`config.mk`:
```
export PLATFORM = sky130hd
export DESIGN_NAME = wb_arbiter
export DESIGN_NICKNAME = d
export VERILOG_FILES = /design/src/rtl/wb_arbiter.sv
export SDC_FILE = /design/constraint.sdc
export NUM_CORES = 1
export LEC_CHECK = 0
export BUFFER_PORTS_ARGS = -buffer_cell sky130_fd_sc_hd__buf_4
export CAP_MARGIN = 40
export CORE_MARGIN = 2
export CORE_UTILIZATION = 45
export DETAILED_ROUTE_END_ITERATION = 6
export HOLD_SLACK_MARGIN = 0.1
export PLACE_DENSITY_LB_ADDON = 0.15
export SLEW_MARGIN = 10
export SYNTH_ARGS = -nofsm -noshare
export SYNTH_HDL_FRONTEND = slang
export SYNTH_SLANG_ARGS = --single-unit
```
`constraint.sdc`:
```
create_clock -name clk_i -period 3.3 [get_ports clk_i]
set_clock_uncertainty 0.2 [all_clocks]
set_input_delay 0.495 -clock clk_i [delete_from_list [all_inputs] [get_ports clk_i]]
set_output_delay 0.495 -clock clk_i [all_outputs]
set_load 0.05 [all_outputs]
```
`src/rtl/wb_arbiter.sv`:
```
// Register-file write-port arbiter: pipeline writeback vs. queued long-latency results.
// Optional anti-starvation force path enabled by defining WB_ARB_ANTI_STARVE_EN.
module wb_arbiter #(
    parameter int unsigned DEPTH      = 2,
    parameter int unsigned STARVE_MAX = 4,
    parameter int unsigned AW         = 5,
    parameter int unsigned DW         = 32
) (
    input  logic          clk_i,
    input  logic          rst_ni,
    input  logic          pipe_valid_i,
    input  logic [AW-1:0] pipe_rd_i,
    input  logic [DW-1:0] pipe_data_i,
    output logic          pipe_stall_o,
    input  logic          lu_valid_i,
    input  logic [AW-1:0] lu_rd_i,
    input  logic [DW-1:0] lu_data_i,
    output logic          lu_ready_o,
    output logic          lu_busy_o,
    output logic          rf_we_o,
    output logic [AW-1:0] rf_rd_o,
    output logic [DW-1:0] rf_data_o
);

    localparam int unsigned PW = (DEPTH > 1) ? $clog2(DEPTH) : 1;
    localparam int unsigned CW = $clog2(DEPTH) + 1;

    logic [AW-1:0] mem_rd   [DEPTH];
    logic [DW-1:0] mem_data [DEPTH];
    logic [PW-1:0] wr_ptr;
    logic [PW-1:0] rd_ptr;
    logic [CW-1:0] count;

    logic          empty;
    logic          full;
    logic          push;
    logic          pop;
    logic          force_lu;
    logic          grant_lu;
    logic          grant_pipe;
    logic [AW-1:0] sel_rd;
    logic [DW-1:0] sel_data;
    logic          sel_we;

    assign empty = (count == '0);
    assign full  = (count == CW'(DEPTH));

`ifdef WB_ARB_ANTI_STARVE_EN
    localparam int unsigned SW = $clog2(STARVE_MAX + 1);

    logic [SW-1:0] starve_cnt;

    // Cycles the current head has waited without being granted.
    always_ff @(posedge clk_i or negedge rst_ni) begin
        if (!rst_ni) begin
            starve_cnt <= '0;
        end else if (empty || pop) begin
            starve_cnt <= '0;
        end else if (starve_cnt < SW'(STARVE_MAX)) begin
            starve_cnt <= starve_cnt + SW'(1);
        end
    end

    assign force_lu = !empty && (starve_cnt >= SW'(STARVE_MAX));
`else
    logic unused_starve_max;

    assign unused_starve_max = (STARVE_MAX != 0);
    assign force_lu          = 1'b0;
`endif

    assign grant_lu     = force_lu || (!pipe_valid_i && !empty);
    assign grant_pipe   = pipe_valid_i && !force_lu;
    assign pop          = grant_lu;
    assign push         = lu_valid_i && !full;
    assign pipe_stall_o = force_lu;
    assign lu_ready_o   = !full;
    assign lu_busy_o    = !empty;

    // Writer select; x0 destinations consume the slot but never write.
    always_comb begin
        sel_rd   = '0;
        sel_data = '0;
        if (grant_lu) begin
            sel_rd   = mem_rd[rd_ptr];
            sel_data = mem_data[rd_ptr];
        end else if (grant_pipe) begin
            sel_rd   = pipe_rd_i;
            sel_data = pipe_data_i;
        end
        sel_we = (grant_lu || grant_pipe) && (sel_rd != '0);
    end

    always_ff @(posedge clk_i or negedge rst_ni) begin
        if (!rst_ni) begin
            rf_we_o   <= 1'b0;
            rf_rd_o   <= '0;
            rf_data_o <= '0;
        end else begin
            rf_we_o   <= sel_we;
            rf_rd_o   <= sel_we ? sel_rd : '0;
            rf_data_o <= sel_we ? sel_data : '0;
        end
    end

    always_ff @(posedge clk_i or negedge rst_ni) begin
        if (!rst_ni) begin
            wr_ptr <= '0;
            rd_ptr <= '0;
            count  <= '0;
        end else begin
            if (push) wr_ptr <= wr_ptr + PW'(1);
            if (pop)  rd_ptr <= rd_ptr + PW'(1);
            case ({push, pop})
                2'b10:   count <= count + CW'(1);
                2'b01:   count <= count - CW'(1);
                default: count <= count;
            endcase
        end
    end

    // Payload storage needs no reset; occupancy is tracked by count.
    always_ff @(posedge clk_i) begin
        if (push) begin
            mem_rd[wr_ptr]   <= lu_rd_i;
            mem_data[wr_ptr] <= lu_data_i;
        end
    end

endmodule

```
Yosys cells after proc, flatten, opt, wreduce, memory -nomap -nowiden --
Memory sizes are Yosys's and may differ from the RTL's. Cells that the tools add are included.
Cells by class: multiplexer cells 9, $add $sub $neg 4, reduce and logical (&&, ||, !) cells 10, equality and inequality tests 3
Operator list (number):
- 32-bit 2-to-1 mux | 3
- 5-bit 2-to-1 mux | 3
- 5-bit nonzero test | 1
- 2-bit == test, second input constant | 2
- 2-bit case mux with 2 select lines | 1
- 1-bit logical AND | 3
- 1-bit logical NOT | 3
- 1-bit adder, second input constant | 2
- 2-bit by 1-bit adder with 2-bit output, second input constant | 1
- 2-bit by 1-bit == test with 1-bit output, second input constant | 1
- 2-bit logical NOT | 1
- 1-bit 2-to-1 mux | 2
- 2-bit nonzero test | 1
- 2-bit by 1-bit subtractor with 2-bit output, second input constant | 1
- 1-bit logical OR | 1
Word-level totals: memories 2, bits in writable memories 74, input port bits 78, output and inout bits 41, register bits 42
Memories:
- mem_data | words 2, width 32, rd ports 1, clocked after memory_dff 0, write ports 1, line 29 | logic [DW-1:0] mem_data [DEPTH];
- mem_rd | words 2, width 5, rd ports 1, clocked after memory_dff 0, write ports 1, line 28 | logic [AW-1:0] mem_rd [DEPTH];

Logic depth before layout (Yosys ltp) --
Gate-level depths: netlist of the first run.
depth in word-level cells 7, gate-level depth with buffers 8, mapped depth without buffers 7

Worst setup path before layout of the first run --
Ideal clock, no wire load.
path kind reg2reg, from register count[0], to memory mem_data[0][0] (enable), cell stages (with the launch flop) 4, required time 2.669 ns, setup time 0.431 ns, path buffers 0, setup slack 0.027 ns, arrival time 2.641 ns, cell sequence dfrtp_1 -> nand2b_1 -> nand2_1 -> nor2_1
Between the ends: longest elaborated chain between the ends 5
Ends and longest elaborated chain:
- from (decl) | line 32 | logic [CW-1:0] count;
- from (signal assigned) | line 115 | 2'b10: count <= count + CW'(1);
- from (signal assigned) | line 116 | 2'b01: count <= count - CW'(1);
- from (signal assigned) | line 117 | default: count <= count;
- 2-bit == test | line 46 | assign full = (count == CW'(DEPTH));
- 1-bit logical NOT
- net lu_ready_o | line 18 | output logic lu_ready_o,
- 1-bit logical AND | line 75 | assign push = lu_valid_i && !full;
- 1-bit 2-to-1 mux | line 124 | if (push) begin
- 1-bit 2-to-1 mux (not written as such) | line 126 | mem_data[wr_ptr] <= lu_data_i;
- to (decl) | line 29
The timed path passes the listed nets, and every way through them passes these cells.

Worst setup path in the final report of the first run --
from register count[1], to register count[1]
Between the ends: longest elaborated chain between the ends 5, elaborated cells on any way between the ends 12, classes of those cells 2 x add/sub; 3 x eq/ne; 1 x mux; 6 x reduce/logical
Ends and longest elaborated chain:
- 2-bit == test / 2-bit logical NOT (equally long branches) | line 46, 45
- 1-bit logical NOT (on tied branches) | line 75, 72
- 1-bit logical AND (on tied branches) | line 75, 72
- 2-bit by 1-bit == test with 1-bit output / 2-bit == test (equally long branches) | line 114 | case ({push, pop})
- 2-bit case mux with 2 select lines / 2-bit nonzero test (equally long branches)
Parallel ways exist; a longest one is shown, timed or not. A chain may end at the register's enable or synchronous reset.

==> flow_summary.toml, run 1 <==
[outcome]
outcome = "finished clean"

[place]
io_buffers = 117
gp_congestion = 0.731
dp_hpwl_um = 5370
placed_area_mm2 = 0.00535

[die]
die_h_um = 102
die_w_um = 102
pin_count = 119
die-area_mm2 = 0.0104
fp.coreArea_mm2 = 0.00924
rows = 35
start_util_pct = 46.6

[global_routing]
grt_pass1_wl_um = 14700
grt_max_degree = 43
overflow = 0
antenna_found_initial = 0
gr-usage-all-layers_pct = 19.2
grt_pass1_vias = 3182

[worst_setup_path]
setup.worst_path.end_class = "flip-flop"
startpoint = "count[1]$_DFFE_PN0P_"
r2r_cells = 6
arrival_ps = 2560
rrSetupSlack_ps = 960
worstPathRequired_ps = 3510
cp_max_fo = 18
worst_setup_path_start_kind = "flip-flop"
timing.rr.end = "count[1]$_DFFE_PN0P_"
critical_path_class = "flip-flop to flip-flop"
r2r-start = "count[1]$_DFFE_PN0P_"

[drt]
dr.pass1.iters = 4
via_per_inst = 4.88
routed_wl_um = 9500
antenna_left = 0
wl_per_cell_um = 16.4
initialDrtViolationCount = 126
drc = 0
num_vias = 2835

[timing]
clock.fmax_mhz = 427
fin_crit_sh_pct = 71.0
grt_setup_unrepaired = "no"
worst_pin_slew_ps = 572
setup_violations = 0
period_minus_slack_ps = 2340
slew_headroom_pct = 61.8
finalHoldViolations = 0
drv_slew = 0
tns_ps = 0

[cts]
cts_buffers = 17
hold_buffers = 80
clock-sinks = 116
postCtsSetupBuffers = 0
clockRootBuffer = "clkbuf_8"
clk_path_buf_depth = 2
cts_tree = "done"
post_cts_resized = 0
htreeDepth = 4
clk_latency_ps = 490
clkTransAtPathRegs_ps = 50

[min_path]
min_path_type = "input pin to flip-flop"
hp-start = "lu_valid_i"
hold-path-endpoint = "wr_ptr$_DFFE_PN0P_"
hold_depth = 3

[yosys]
yosysSeqAreaShare_pct = 76.1
synth_area_leaders = "edfxtp_1 (52%), dfrtp_1 (24%), mux2_2 (8.4%)"
synth_area_mm2 = 0.00430
synth-seq-cells = 116
syn-mean-instance-area_um2 = 18.5
synth_top_area_share_pct = 51.6
ys_warn_count = 0
ys_types = 29
synth_fp_nets = 311
syn_inst = 232
synth_top_cell_by_area = "edfxtp_1"

[power_and_ir_drop]
peakVddDrop_mv = 0.499
p_per_area_mw_per_mm2 = 820
combPwrFrac_pct = 32.5
switching_share_pct = 32.8
p_leak_nw = 2.69
internal-power_mw = 3.69
p_sw_mw = 1.80
pwr-share-seq_pct = 38.0
p_clk_share_pct = 29.5

[layout]
fillers = 593
final_common_cell = "buf_4"
post-route-util_pct = 72.5
syn_to_final_growth_pct = 55.6
design_area_mm2 = 0.00670
antenna_cells = 0
drive_gt1_share_pct = 42.3
final_net_count = 518
final_cell_mix = "buf_4 (119), dlygate4sd3_1 (80), edfxtp_1 (74), dfrtp_1 (41)"

[job]
cap_viol_max_count = 0
[worst max path at each step]
stage,slack (ps),cells past startpoint,to
2_1_floorplan,30,3,mem_data[0][0]$_DFFE_PP_
3_3_place_gp,960,6,count[1]$_DFFE_PN0P_
3_5_place_dp,940,6,count[1]$_DFFE_PN0P_
4_1_cts,940,6,count[1]$_DFFE_PN0P_
5_1_grt,800,6,count[1]$_DFFE_PN0P_
6_report,960,6,count[1]$_DFFE_PN0P_
[Yosys cell counts]
master and number:
clkinv_1 1, buf_4 1, nor4_1 1, mux2_2 32, nor3b_1 1, dfrtp_1 42, o22ai_1 1, xor2_1 1
and3_1 1, xnor2_1 4, nand2b_1 1, ha_1 1, o21ai_0 5, conb_1 1, nand2_1 6, edfxtp_1 74
nor4b_1 1, clkbuf_1 5, or4_4 1, or2_1 1, nand2b_2 1, o21a_4 1, nor2_1 2, nor3_1 1
buf_2 5, mux2i_1 5, a21o_1 1, buf_6 3, a32o_1 32
[cell type report]
cell class              instances  area (um^2)  share of cell area (%)
flip-flops and latches        116         3270                    48.9
repair buffers                202         1750                    26.1
multi-input cells             101          963                    14.4
clock buffers                  24          490                    7.33
well taps                     129          161                    2.41
clock inverters                 8         52.6                   0.785
inverters                       1         3.75                  0.0561
[sequential cells by signal (all words and copies together), names as in the netlist]
signal,count
rf_data_o,32
rf_we_o,1
mem_data,64
rd_ptr,1
count,2
mem_rd,10
rf_rd_o,5
wr_ptr,1
[power by group through the flow]
stage,clock network (mW),logic (mW),registers (mW)
5_1_grt,1.72,1.88,2.11
2_1_floorplan,0,0.711,2.55
6_report,1.62,1.78,2.08
3_5_place_dp,0,1.72,2.10
3_3_place_gp,0,1.69,2.09
4_1_cts,1.65,1.81,2.08
[critical path, cell delays in order, from the launching register on]
cell	delay, ps
dfrtp_1	400
or2_1	270
nand2b_2	150
clkinv_1	460
ha_1	510
nor2_1	140
xor2_1	140
[kinds of logic after synthesis]
kind of cell	count (synthesis)	share of synthesized area [%]
DFF	116	76.1
adders and majority gates	1	0.291
other	1	0.0872
muxes	37	9.54
AOI/OAI and AO/OA	40	8.69
xor gates and xnor gates	5	1.02
buffers and inverters	15	2.06
and+or+nand+nor	17	2.24
[per-layer routing]
metal / global-route usage, % / vias to the layer above / part of all wire, %
met1: 20.4 / 1408 / 40
met5: 0 / - / 0
met3: 5.52 / 5 / 3.7
li1: - / 1341 / -
met2: 35.2 / 81 / 56
met4: 8.32 / 0 / 0.66
[per-stage QoR]
stage	power (mW)	hold slack, ps	instances	worst slack, ps
2_1_floorplan	3.27	-0.591	232	27.5
3_3_place_gp	3.78	273	467	961
3_5_place_dp	3.83	285	469	942
4_1_cts	5.54	184	581	940
5_1_grt	5.72	183	581	797
6_report	5.49	204	581	956
No activity file was read; power rests on OpenSTA's default activity.
==> run 2: changes to the inputs <==
--- a/config.mk
+++ b/config.mk
@@ -5,6 +5,7 @@
 export SDC_FILE = /design/constraint.sdc
 export NUM_CORES = 1
 export LEC_CHECK = 0
+export ABC_AREA = 1
 export BUFFER_PORTS_ARGS = -buffer_cell sky130_fd_sc_hd__buf_4
 export CAP_MARGIN = 40
 export CORE_MARGIN = 2
==> constraint.sdc (replaced) <==
create_clock -name clk_i -period 2.4 [get_ports clk_i]
set_clock_uncertainty 0.2 [all_clocks]
set_input_delay 0.36 -clock clk_i [delete_from_list [all_inputs] [get_ports clk_i]]
set_output_delay 0.36 -clock clk_i [all_outputs]
set_load 0.05 [all_outputs]
==> flow_summary.toml, run 2 <==
[outcome]
outcome = "finished clean"

[yosys]
ys_async_sr_fraction_pct = 36.2
ys_warn_count = 0
syn-mean-instance-area_um2 = 12.0
synth_top_area_share_pct = 49.0
synth_area_leaders = "edfxtp_1 (49%), dfrtp_1 (23%), nand2_1 (13%)"
synth_enable_flop_cells = 74
syn_inst = 379
synth.most_common_cell = "nand2_1"
synth_common_cells = "nand2_1 (155), edfxtp_1 (74), dfrtp_1 (42)"
ys_types = 22
synth_fp_nets = 458
synth_flop_cell = "edfxtp_1"
synth_top_cell_by_area = "edfxtp_1"
yosysSeqAreaShare_pct = 72.2
synth-seq-cells = 116
synth_area_mm2 = 0.00453

[power_and_ir_drop]
p_leak_nw = 3.26
peakVddDrop_mv = 0.600
p_per_area_mw_per_mm2 = 1160
total_power_mw = 7.91

[cts]
cts_tree = "done"
clock-sinks = 116
htreeDepth = 4
cts_buffers = 17
clk_latency_ps = 500
clkTransAtPathRegs_ps = 60
clockRootBuffer = "clkbuf_8"
clk_path_buf_depth = 2
post_cts_resized = 0
postCtsSetupBuffers = 0

[die]
rows = 36
fp.coreArea_mm2 = 0.00977
pin_count = 119
die-area_mm2 = 0.0109
start_util_pct = 46.4
die_h_um = 104
die_w_um = 104

[global_routing]
antenna_found_initial = 0
grt_pass1_wl_um = 16000
grt_max_degree = 43
gr-usage-all-layers_pct = 19.3
overflow = 0
grt_pass1_vias = 3406

[worst_setup_path]
critPathSlowestCell = "dfrtp_1"
cp_max_fo = 33
worst-path-buf-inv = 1
crit_path_cell_trace = "nor2_2 -> nor2_4 -> nand2_1 -> nand2_1 -> nor2_1 -> nand3_4 -> nand2_1 -> inv_1"
critical_path_class = "flip-flop to flip-flop"
path_common_cell = "nand2_1"
r2r_cells = 8
critPathMaxStageDelay_ps = 410
cp_top_family = "simple AND/OR/NAND/NOR gates"
worst_setup_path_start_kind = "flip-flop"
arrival_ps = 2180
setup.worst_path.end_class = "flip-flop"
worstPathRequired_ps = 2590
worst-path-stages = 8

[place]
pre_cts_slack_ps = 255
io_buffers = 117
placed_area_mm2 = 0.00554
dp_hpwl_um = 5750
placed_cells = 617
gp_congestion = 0.724

[timing]
slew_headroom_pct = 63.9
worst_pin_slew_ps = 542
drv_slew = 0
finalWorstSetupSlack_ps = 410
clock.fmax_mhz = 503
period_minus_slack_ps = 1990
setup_violations = 0
tns_ps = 0
grt_setup_unrepaired = "no"
finalHoldViolations = 0
fin_crit_sh_pct = 82.9

[layout]
final_net_count = 658
fillers = 732
syn_to_final_growth_pct = 50.7
largest_reg_flops = 64
drive_gt1_share_pct = 28.2
design_area_mm2 = 0.00683
antenna_cells = 0
final_common_cell = "nand2_1"
reg_top3 = "mem_data x64, rf_data_o x32, mem_rd x10"
final_cell_mix = "nand2_1 (155), buf_4 (124), dlygate4sd3_1 (76), edfxtp_1 (74), dfrtp_1 (42)"
stdcell_count = 725
largest-register = "mem_data"

[drt]
wl_per_cell_um = 13.8
antenna_left = 0
drc = 0
initialDrtViolationCount = 147
via_per_inst = 4.58
routed_wl_um = 10000
num_vias = 3322
dr.pass1.iters = 6

[min_path]
hold_depth = 3
min_path_type = "input pin to flip-flop"

[job]
cap_viol_max_count = 0
[run 2: changes by cell type in the layout (fill, tap and decap cells not counted), sizes merged, moves of 5 or more]
cell,before,now
inv,0,37
nor2,2,7
nand2,6,158
mux2,32,0
a22o,0,32
mux2i,5,0
a32o,32,0
[run 2: report_power, final]
part           internal (mW)  switching [mW]  leakage [nW]  total, mW
registers               2.71           0.182          1.20       2.89
clock network           1.41           0.827         0.261       2.23
logic                  0.902            1.88          1.79       2.79
[run 2: worst register-to-register path: cells and delay by family, from the launching register on]
family / cells / cell delay (ps)
buffers and inverters: 1 / 60
flip-flops: 1 / 410
AND/OR/NAND/NOR: 7 / 1210
[run 2: layout make-up]
| cell class | instances | area, um^2 | share of cell area, % |
|---|---|---|---|
| Multi-Input combinational cell | 207 | 1030 | 15.0 |
| Clock inverter | 11 | 86.3 | 1.26 |
| Sequential cell | 116 | 3270 | 47.9 |
| Timing Repair Buffer | 200 | 1690 | 24.8 |
| Inverter | 37 | 139 | 2.03 |
| Clock buffer | 21 | 449 | 6.58 |
| Tap cell | 133 | 166 | 2.44 |
[run 2: path summary, 6_finish.rpt]
check / from / to / slack, ps
min reg2reg: count[1]$_DFFE_PN0P_ / count[1]$_DFFE_PN0P_ / 330
max: count[1]$_DFFE_PN0P_ / rf_data_o[26]$_DFF_PN0_ / 410
min: pipe_valid_i / rf_rd_o[2]$_DFF_PN0_ / 160
max reg2reg: count[1]$_DFFE_PN0P_ / rf_data_o[26]$_DFF_PN0_ / 410
min in group asynchronous: rst_ni / rf_data_o[9]$_DFF_PN0_ / 200
max in group asynchronous: rst_ni / wr_ptr$_DFFE_PN0P_ / 1420
[run 2: stage by stage]
stage	hold slack [ps]	util [%]
after floorplan	-136	-
after global placement	179	56.6
after detailed placement	183	56.6
after CTS	130	69.9
after global routing	173	69.9
final	156	69.9
[run 2: what timing repair did]
item | 4_1_cts | 5_1_grt
endpoints found under the hold margin | 154 | 0
hold buffers | 76 | 0
endpoints found under the setup margin | 0 | 0
[run 2: logic make-up after synthesis]
logic type	synth area share, %
other cells	0.0827
xor+xnor	0.580
flops	72.2
simple gates	14.5
buf+inv	5.58
fa+ha+maj	0.276
compound gates	6.76
[run 2: layer usage]
metal  wire length, um  GRT usage (%)
met5                 0              0
met4               127           7.53
met3               508           4.95
met2              5390           35.4
met1              3970           21.2
==> run 3: changes to the inputs <==
==> constraint.sdc (replaced) <==
create_clock -name clk_i -period 1.85 [get_ports clk_i]
set_clock_uncertainty 0.2 [all_clocks]
set_input_delay 0.2775 -clock clk_i [delete_from_list [all_inputs] [get_ports clk_i]]
set_output_delay 0.2775 -clock clk_i [all_outputs]
set_load 0.05 [all_outputs]
==> flow_summary.toml, run 3 (same netlist as run 2, synthesis figures left out) <==
[outcome]
outcome = "finished clean"

[timing]
finalHoldViolations = 0
setup_violations = 0
finalWorstSetupSlack_ps = 53.6
grt_setup_unrepaired = "yes"
tns_ps = 0
period_minus_slack_ps = 1800
clock.fmax_mhz = 557
fin_crit_sh_pct = 97.1
drv_slew = 0

[layout]
reg_top3 = "mem_data x64, rf_data_o x32, mem_rd x10"
largest_reg_flops = 64
final_cell_mix = "nand2_1 (153), buf_4 (125), dlygate4sd3_1 (81), edfxtp_1 (74), dfrtp_1 (39)"
syn_to_final_growth_pct = 56.1
antenna_cells = 0
largest-register = "mem_data"
final_net_count = 668
drive_gt1_share_pct = 29.7
stdcell_count = 735
post-route-util_pct = 72.4
final_common_cell = "nand2_1"

[global_routing]
gr-usage-all-layers_pct = 19.0
overflow = 0
grt_pass1_vias = 3335
antenna_found_initial = 0
grt_max_degree = 40
grt_pass1_wl_um = 15900

[drt]
dr.pass1.iters = 4
drc = 0
initialDrtViolationCount = 96
antenna_left = 0
routed_wl_um = 9890
num_vias = 3299
wl_per_cell_um = 13.5
via_per_inst = 4.49

[cts]
clock-sinks = 116
cts_buffers = 17
clk_path_buf_depth = 2
clkTransAtPathRegs_ps = 50
clk_latency_ps = 500
clockRootBuffer = "clkbuf_8"
cts_tree = "done"
htreeDepth = 4

[worst_setup_path]
critical_path_class = "flip-flop to primary output"
crit_path_cell_trace = "inv_2 -> nand2_8 -> buf_4"
r2r-start = "rd_ptr$_DFFE_PN0N_"
startpoint = "count[0]$_DFFE_PN0P_"
setup.worst_path.end_class = "primary output"
critPathMaxStageDelay_ps = 450
timing.rr.end = "rf_rd_o[1]$_DFF_PN0_"
rrSetupSlack_ps = 110
cp_max_fo = 5
worstPathRequired_ps = 1370
r2r_cells = 6
worst_setup_path_start_kind = "flip-flop"
arrival_ps = 1320
critPathSlowestCell = "dfrtp_2"
crit_end = "lu_ready_o"

[power_and_ir_drop]
total_power_mw = 10.9
p_sw_mw = 3.82
internal-power_mw = 7.06
combPwrFrac_pct = 35.3
p_leak_nw = 3.36
peakVddDrop_mv = 0.900
p_clk_share_pct = 30.0
switching_share_pct = 35.1
pwr-share-seq_pct = 34.8
p_per_area_mw_per_mm2 = 1540

[place]
dp_hpwl_um = 5800
gp_congestion = 0.753
pre_cts_slack_ps = -66.5
io_buffers = 117
placed_cells = 620

[die]
start_util_pct = 46.4
die_h_um = 104
pin_count = 119
rows = 36
die-area_mm2 = 0.0109
die_w_um = 104
fp.coreArea_mm2 = 0.00977

[job]
cap_viol_max_count = 0

[min_path]
min_path_type = "input pin to async pin"
## run 3: cell count changes in the layout (fill, tap and decap cells not counted), moves of 2 or more
| cell | delta |
|---|---|
| buf_12 | +3 |
| bufinv_16 | +2 |
| clkinvlp_4 | -3 |
| dfrtp_1 | -3 |
| dfrtp_2 | +3 |
| dlygate4sd3_1 | +5 |
| nand2_1 | -2 |
| nand2_8 | +2 |
## run 3: power groups by stage
stage	Sequential, mW	Clock [mW]	Combinational, mW
3_3_place_gp	3.80	0	3.59
2_1_floorplan	4.74	0	1.59
4_1_cts	3.78	3.32	3.84
3_5_place_dp	3.81	0	3.64
5_1_grt	3.84	3.44	4.16
6_report	3.78	3.26	3.84
## run 3: through the flow
stage                     hold slack (ps)  instance area (um^2)
after floorplan                      -218                  4580
after global placement               86.0                  5630
after detailed placement             87.5                  5630
after CTS                            84.4                  7060
after global routing                  116                  7080
final                                82.2                  7080
## run 3: worst min path at each step
stage                              endpoint  slack, ps  depth (start not counted)
finish              rf_data_o[30]$_DFF_PN0_         80                          2
global route        rf_data_o[30]$_DFF_PN0_        120                          2
floorplan              count[0]$_DFFE_PN0P_       -220                          0
CTS                 rf_data_o[30]$_DFF_PN0_         80                          2
global placement    rf_data_o[24]$_DFF_PN0_         90                          1
detailed placement  rf_data_o[24]$_DFF_PN0_         90                          1
## run 3: timing repair
item	CTS	global route
resized for setup	4	3
endpoints found under the setup margin	33	36
hold buffers	81	0
hold endpoints to repair	156	0
pin swaps	1	1
buffers inserted	1	1
## run 3: cell type report
cell class | instances | area [um^2]
flip-flops and latches | 116 | 3280
fillers | 676 | 2700
repair buffers | 210 | 1820
multi-input cells | 207 | 1070
clock buffers | 23 | 478
well taps | 133 | 166
inverters | 37 | 144
clock inverters | 9 | 124
## run 3: critical path: cells and delay by family (launching register included)
kind,cells,cell delay [ps]
simple gates,1,70
buf+inv,2,300
flops,1,450
## run 3: layer usage
metal / global-route usage, % / part of all wire [%] / wire length, um
met1: 21.1 / 40 / 4010
met2: 35.1 / 54 / 5320
met3: 5.70 / 4.8 / 477
met4: 5.69 / 0.87 / 86
met5: 0 / 0 / 0
